**config.mk**
```make
export PLATFORM = sky130hd
export DESIGN_NAME = shift_unit_seq
export DESIGN_NICKNAME = d
export VERILOG_FILES = /design/src/rtl/shift_unit_seq.sv
export SDC_FILE = /design/constraint.sdc
export NUM_CORES = 1
export LEC_CHECK = 0
export ABC_AREA = 1
export CORE_MARGIN = 5
export CORE_UTILIZATION = 53
export DETAILED_ROUTE_END_ITERATION = 10
export MAX_ROUTING_LAYER = met4
export PLACE_DENSITY = 0.87
export SLEW_MARGIN = 20
export SYNTH_ARGS = -nofsm -noshare
export SYNTH_HDL_FRONTEND = slang
export SYNTH_SLANG_ARGS = --single-unit
```
**constraint.sdc**
```tcl
create_clock -name clk -period 2 [get_ports clk]
set_input_delay 0.3 -clock clk [delete_from_list [all_inputs] [get_ports clk]]
set_output_delay 0.3 -clock clk [all_outputs]
set_load 0.05 [all_outputs]
```
**src/rtl/shift_unit_seq.sv**
```systemverilog
// -----------------------------------------------------------------------------
// shift_unit_seq
//
// Multi-cycle shift engine for the ALU datapath. It supports logical left,
// logical right, arithmetic right and rotate right. One power-of-two stage
// (1, 2, 4, ...) is resolved per clock. Operands and results move over
// valid/ready handshakes, so the execute stage can stall on the result.
//
// Ports
//   clk        rising-edge clock
//   rst_n      asynchronous active-low reset
//   in_valid   operand presented
//   in_ready   block can accept an operand (IDLE only, and not during reset)
//   in_data    value to shift
//   in_amt     full-width shift amount; upper bits only signal saturation
//   in_mode    00 SLL, 01 SRL, 10 SRA, 11 ROR
//   out_valid  result available (DONE)
//   out_ready  consumer takes the result
//   out_data   shifted result (zero when out_valid is low)
//   busy       high in SHIFT or DONE
// -----------------------------------------------------------------------------
module shift_unit_seq #(
  parameter int WIDTH = 32
) (
  input  logic             clk,
  input  logic             rst_n,
  input  logic             in_valid,
  output logic             in_ready,
  input  logic [WIDTH-1:0] in_data,
  input  logic [WIDTH-1:0] in_amt,
  input  logic [1:0]       in_mode,
  output logic             out_valid,
  input  logic             out_ready,
  output logic [WIDTH-1:0] out_data,
  output logic             busy
);

  localparam int SHAMT_W = $clog2(WIDTH);
  localparam logic [SHAMT_W-1:0] K_LAST = SHAMT_W[SHAMT_W-1:0] - 1'b1;

  localparam logic [1:0] MODE_SLL = 2'b00;
  localparam logic [1:0] MODE_SRL = 2'b01;
  localparam logic [1:0] MODE_SRA = 2'b10;
  localparam logic [1:0] MODE_ROR = 2'b11;

  typedef enum logic [1:0] {
    ST_IDLE  = 2'b00,
    ST_SHIFT = 2'b01,
    ST_DONE  = 2'b10
  } state_t;

  state_t             r_state;
  state_t             w_state_next;
  logic [WIDTH-1:0]   r_data;
  logic [WIDTH-1:0]   w_data_next;
  logic [SHAMT_W-1:0] r_amt;
  logic [SHAMT_W-1:0] w_amt_next;
  logic [1:0]         r_mode;
  logic [1:0]         w_mode_next;
  logic [SHAMT_W-1:0] r_k;
  logic [SHAMT_W-1:0] w_k_next;
  // Goes high on the first clock after reset release; keeps in_ready low
  // while the block is held in reset even though the state reads IDLE.
  logic               r_live;

  logic               w_ovf;
  logic [WIDTH-1:0]   w_fill;
  logic [WIDTH-1:0]   w_shifted;

  // Every stage candidate is a fixed-distance shift of r_data; the stage
  // counter picks which one is applied this clock.
  logic [SHAMT_W-1:0][WIDTH-1:0] w_stage;

  genvar gi;
  generate
    for (gi = 0; gi < SHAMT_W; gi++) begin : g_stage
      localparam int S = 1 << gi;
      logic [WIDTH-1:0] w_sll;
      logic [WIDTH-1:0] w_srl;
      logic [WIDTH-1:0] w_sra;
      logic [WIDTH-1:0] w_ror;

      assign w_sll = {r_data[WIDTH-1-S:0], {S{1'b0}}};
      assign w_srl = {{S{1'b0}}, r_data[WIDTH-1:S]};
      assign w_sra = {{S{r_data[WIDTH-1]}}, r_data[WIDTH-1:S]};
      assign w_ror = {r_data[S-1:0], r_data[WIDTH-1:S]};

      assign w_stage[gi] = (r_mode == MODE_SLL) ? w_sll :
                           (r_mode == MODE_SRL) ? w_srl :
                           (r_mode == MODE_SRA) ? w_sra : w_ror;
    end
  endgenerate

  // Apply the current stage only when its amount bit is set; otherwise hold.
  always_comb begin
    w_shifted = r_data;
    for (int i = 0; i < SHAMT_W; i++) begin
      if ((r_k == i[SHAMT_W-1:0]) && r_amt[i]) begin
        w_shifted = w_stage[i];
      end
    end
  end

  // Any amount >= WIDTH saturates. The result is then the fill pattern, so it
  // is loaded directly and the stages run with a zero amount. Latency stays
  // fixed.
  assign w_ovf  = |in_amt[WIDTH-1:SHAMT_W];
  assign w_fill = (in_mode == MODE_SRA) ? {WIDTH{in_data[WIDTH-1]}} : '0;

  always_comb begin
    w_state_next = r_state;
    w_data_next  = r_data;
    w_amt_next   = r_amt;
    w_mode_next  = r_mode;
    w_k_next     = r_k;
    case (r_state)
      ST_IDLE: begin
        if (in_valid && in_ready) begin
          if (w_ovf && (in_mode != MODE_ROR)) begin
            w_data_next = w_fill;
            w_amt_next  = '0;
          end else begin
            w_data_next = in_data;
            w_amt_next  = in_amt[SHAMT_W-1:0];
          end
          w_mode_next  = in_mode;
          w_k_next     = '0;
          w_state_next = ST_SHIFT;
        end
      end
      ST_SHIFT: begin
        w_data_next = w_shifted;
        w_k_next    = r_k + 1'b1;
        if (r_k == K_LAST) begin
          w_k_next     = '0;
          w_state_next = ST_DONE;
        end
      end
      ST_DONE: begin
        if (out_ready) begin
          w_state_next = ST_IDLE;
        end
      end
      default: begin
        w_state_next = ST_IDLE;
      end
    endcase
  end

  always_ff @(posedge clk or negedge rst_n) begin
    if (!rst_n) begin
      r_state <= ST_IDLE;
      r_data  <= '0;
      r_amt   <= '0;
      r_mode  <= MODE_SLL;
      r_k     <= '0;
      r_live  <= 1'b0;
    end else begin
      r_state <= w_state_next;
      r_data  <= w_data_next;
      r_amt   <= w_amt_next;
      r_mode  <= w_mode_next;
      r_k     <= w_k_next;
      r_live  <= 1'b1;
    end
  end

  assign in_ready  = (r_state == ST_IDLE) && r_live;
  assign out_valid = (r_state == ST_DONE);
  assign out_data  = out_valid ? r_data : '0;
  assign busy      = (r_state != ST_IDLE);

endmodule

```
### Word-level counts from Yosys, hierarchy flattened

Cells that the tools add are included.
Widths: inputs -> output; s select.

* flip-flop bits (word level): 47
* input bits: 70
* logic and storage cells: 79

* add/subtract/negate cells: 1
* equality and inequality tests: 19
* muxes and demuxes: 33
* reductions and logical operators: 19

Operators by type and width (number)
* $mux 32: 24
* $pmux 32 s2: 1
* $reduce_or 27->1: 1
* $ne 5x5->1 const B: 5
* $mux 5: 3
* $eq 5x2->1 const B: 2
* $pmux 5 s2: 1
* $logic_and 1x1->1: 8
* $reduce_and 8->1: 1
* $eq 2x2->1 const B: 3
* $mux 2: 3
* $ne 2x2->1 const B: 3
* $ne 6x6->1 const B: 1
* $pmux 2 s3: 1
* $reduce_and 3->1: 2
* $add 5x1->5 const B: 1
* $eq 5x1->1 const B: 1
* $eq 5x3->1 const B: 1
* $logic_not 5->1: 1
* $eq 2x1->1 const B: 2
* $logic_not 2->1: 2
* $reduce_and 2->1: 2
* $reduce_bool 2->1: 2
* $ne 2x1->1 const B: 1

### Longest topological paths before layout

* depth after elaboration: 10
* depth in mapped cells: 14
* gate-level depth less buffers: 13

### Worst setup path after synthesis

Ideal clock, no wire load.

* path type: register to output
* from: reg r_state[1]
* to: out out_data[10]
* arrival time: 2.245 ns
* data required time: 1.700 ns
* setup slack: -0.545 ns
* cell stages (with the launch flop): 6
* buffers on the path: 1
* cells stage by stage: dfrtp_1 > inv_1 > nor2_1 > inv_1 > buf_1 > nor2_1

* cells in the longest elaborated chain, start to end: 2

Ends and longest elaborated chain
* start, declared: line 52 `state_t r_state;`
* start signal, assigned: line 159 `r_state <= w_state_next;`
* $eq 2x2->1: line 169 `assign out_valid = (r_state == ST_DONE);`
* net out_valid: line 32 `output logic out_valid,`
* $mux 32: line 170 `assign out_data = out_valid ? r_data : '0;`
* end, declared: line 34 `output logic [WIDTH-1:0] out_data,`

The timed path passes the listed nets, and every way through them passes these cells.

### Worst setup path after layout

* from: reg r_k[1]
* to: reg r_data[2]

* cells in the longest elaborated chain, start to end: 7

Ends and longest elaborated chain
* start, declared: line 60 `logic [SHAMT_W-1:0] r_k;`
* start signal, assigned: line 163 `r_k <= w_k_next;`
* $eq 5x1->1: line 98 `if ((r_k == i[SHAMT_W-1:0]) && r_amt[i]) begin`
* $logic_and 1x1->1: line 98
* $mux 32 (4 in a row): line 98
* $pmux 32 s2: line 116 `case (r_state)`
* end signal, assigned: line 160 `r_data <= w_data_next;`
* end, declared: line 54 `logic [WIDTH-1:0] r_data;`

Several ways; a longest one is shown, not always the timed one.
A chain may end at the register's enable or synchronous reset.

==> impl_metrics.py <==
metrics = {
    "grt": {
        "grt_pass1_vias": 6396,
        "grt_antenna_before_repair": 0,
        "overflow": 0,
        "grt_max_degree": 53,
        "grt_usage": 0.375,
        "grt_first_pass_wirelength_um": 32900,
    },
    "die": {
        "die_h_um": 107,
        "io_pins": 105,
        "die_area_um2": 11400,
        "die_w_um": 107,
        "rows": 35,
        "start_util": 0.540,
        "coreArea_um2": 9150,
    },
    "timing": {
        "hold_viol": 0,
        "worst_pin_slew_ns": 0.627,
        "holdWs_ns": 0.0724,
        "clock.fmax_ghz": 0.495,
        "fin_worst_skew_ns": 0.00971,
        "slew_headroom": 0.582,
        "rsz0062_at_grt": "true",
        "period_needed_ns": 2.02,
        "setup_viol": 1,
        "slew_violations": 0,
        "setup_ws_ns": -0.0189,
        "period_share": 1.01,
    },
    "worst_setup_path": {
        "path_common_cell": "nand2_1",
        "cp_top_family": "simple AND/OR/NAND/NOR gates",
        "r2r-end": "r_data[2]",
        "crit_path_start": "r_k[1]",
        "end_kind": "flip-flop",
        "cp_slowest_cell": "dfrtp_1",
        "cp-start-kind": "flip-flop",
        "r2r-start": "r_k[1]",
        "reg2reg_depth": 14,
        "critical-path-max-stage-delay_ns": 0.43,
        "path_buf_inv": 3,
        "crit_type": "flip-flop to flip-flop",
        "cp_max_fo": 32,
        "worstPathCellList": "inv_2, ha_1, nand2_1, inv_1, nand3_1, buf_8, nand2_1, nand3_1, nand2_1, nand2_1, nand2_1, nand2_1, nand3_1, nand2_1",
        "worst_ep_arrival_time_ns": 2.24,
        "rrSetupSlack_ns": -0.02,
        "cp_data_required_time_ns": 2.22,
    },
    "route": {
        "viasPerCell": 6.14,
        "wirelength_um": 22200,
        "ant_nets": 0,
        "routedWlPerCell_um": 19.4,
        "route.vias.total": 7010,
        "first_iter_violations": 895,
        "drc_errors": 0,
        "first_pass_iters": 7,
    },
    "outcome": {
        "violations": "setup timing",
        "outcome": "finished with violations",
    },
    "power_and_ir_drop": {
        "p_comb_frac": 0.731,
        "powerDensity_nw_per_um2": 1400,
        "p_int_mw": 4.19,
        "peakVddDrop_v": 0.000747,
        "p_leak_nw": 3.64,
        "swShare": 0.595,
        "p_clk_frac": 0.064,
        "p_sw_mw": 6.16,
        "seq_power_share": 0.205,
    },
    "synth": {
        "synth_top_cell_area_share": 0.305,
        "synth_cells": 911,
        "async_flop_share": 1.00,
        "yosysMostFrequentCell": "nand2_1",
        "syn_area_per_cell_um2": 5.42,
        "synthFlopType": "dfrtp_1",
        "synth_edf_count": 0,
        "yosysTopAreaCell": "nand2_1",
        "synth_commonest_cells": "nand2_1 (402), nand3_1 (128), nor2_1 (96)",
        "ys_ff_latch": 47,
        "syn_nets": 985,
        "ys_seq_area_frac": 0.238,
        "netlist_area_um2": 4940,
        "synthDistinctLibCells": 31,
        "synth_area_leaders": "nand2_1 (31%), dfrtp_1 (24%), nand3_1 (13%)",
        "yosys_warnings": 0,
    },
    "final_layout": {
        "multi_input_area_um2": 3670,
        "n_antenna_cell": 0,
        "n_fill_cell": 641,
        "regArea_um2": 1180,
        "fin_nets": 1103,
        "drive_above_1_share": 0.215,
        "fin_util": 0.806,
        "syn2layout_area_growth_pct": 49.3,
    },
    "placement": {
        "hpwl_um": 15900,
        "port_buffers": 104,
        "gp_congestion": 1.06,
    },
    "clock_tree": {
        "clock-sinks": 47,
        "clock_latency_ns": 0.32,
        "cts_tree": "done",
        "cts_buffers": 5,
        "htreeDepth": 2,
        "clk_pin_slew_ns": 0.11,
        "clk_path_buf_depth": 2,
        "cts_root_buf": "clkbuf_8",
        "ctsHoldBuffers": 0,
    },
    "worst_hold_path": {
        "hold_path_class": "primary input to async pin",
    },
    "run": {
        "max_cap_viol_count": 0,
    },
}
==> timing repair <==
action	in CTS	in global routing
gates resized for setup	5	91
cloned	0	5
pin swaps	1	35
endpoints found under the setup margin	31	32
setup buffers	3	3
==> routing by layer <==
metal	vias to the layer above	global-route usage	share of wire
li1	3142	-	-
met1	3129	0.498	0.36
met2	601	0.566	0.43
met3	138	0.0959	0.16
met4	0	0.114	0.052
met5	-	-	0
==> registers in the layout (all words and copies together) (netlist names) <==
name,flops
r_state,2
r_k,5
r_data,32
r_live,1
r_mode,2
r_amt,5
==> power by group through the flow <==
| stage | Sequential [mW] | Clock, mW | Combinational (mW) |
|---|---|---|---|
| CTS | 2.00 | 0.653 | 6.69 |
| global placement | 2.00 | 0 | 6.49 |
| global route | 2.09 | 0.683 | 8.20 |
| floorplan | 1.66 | 0 | 4.49 |
| finish | 2.12 | 0.664 | 7.57 |
| detailed placement | 2.02 | 0 | 6.59 |
==> worst max-delay path by stage <==
stage,to,slack [ns],cells past startpoint
2_1_floorplan,out_data[10],0.01,5
3_3_place_gp,r_data[25],-0.07,13
3_5_place_dp,r_data[18],-0.16,13
4_1_cts,r_data[18],0.01,12
5_1_grt,r_data[2],-0.12,15
6_report,r_data[2],-0.02,14
==> cell usage in the layout (no fill, tap or decap), drive strengths merged <==
cell type | synthesis | layout
ha | 4 | 4
clkbuf | 14 | 9
xnor2 | 1 | 1
clkdlybuf4s50 | 0 | 68
o22ai | 3 | 3
buf | 36 | 89
clkinv | 2 | 2
nor2 | 101 | 101
o211ai | 3 | 3
conb | 1 | 1
clkinvlp | 0 | 1
inv | 62 | 64
o21ai | 25 | 25
nand2 | 407 | 407
xor2 | 2 | 2
dfrtp | 47 | 47
a31oi | 24 | 24
nor3 | 1 | 1
a21oi | 49 | 49
o21a | 1 | 1
nand3 | 128 | 128
==> through the flow <==
stage	setup slack, ns	std cells	power, mW	instance area [um2]	setup TNS (ns)
floorplan	0.0108	911	6.15	5090	0
global placement	-0.0701	1122	8.50	6790	-2.04
detailed placement	-0.160	1122	8.61	6790	-4.30
CTS	0.0104	1133	9.34	6920	0
global route	-0.119	1141	11.0	7380	-0.763
finish	-0.0189	1141	10.4	7380	-0.0189
==> cell families (layout without fill, tap and decap cells) <==
| group | Yosys count | in the layout | share of synthesized area |
|---|---|---|---|
| DFF | 47 | 47 | 0.238 |
| and+or+nand+nor | 637 | 637 | 0.528 |
| xor gates and xnor gates | 3 | 3 | 0.00532 |
| adders and majority gates | 4 | 4 | 0.0101 |
| buffers and inverters | 114 | 233 | 0.101 |
| other | 1 | 1 | 0.000759 |
| AOI/OAI and AO/OA | 105 | 105 | 0.117 |
==> layout make-up <==
cell class,instances,share of cell area
multi-input combinational,750,0.498
timing repair buffer,161,0.275
sequential,47,0.160
inverter,64,0.0356
tap,111,0.0188
clock buffer,5,0.00933
clock inverter,3,0.00373
Note: power is estimated with default switching activity, not from simulation.
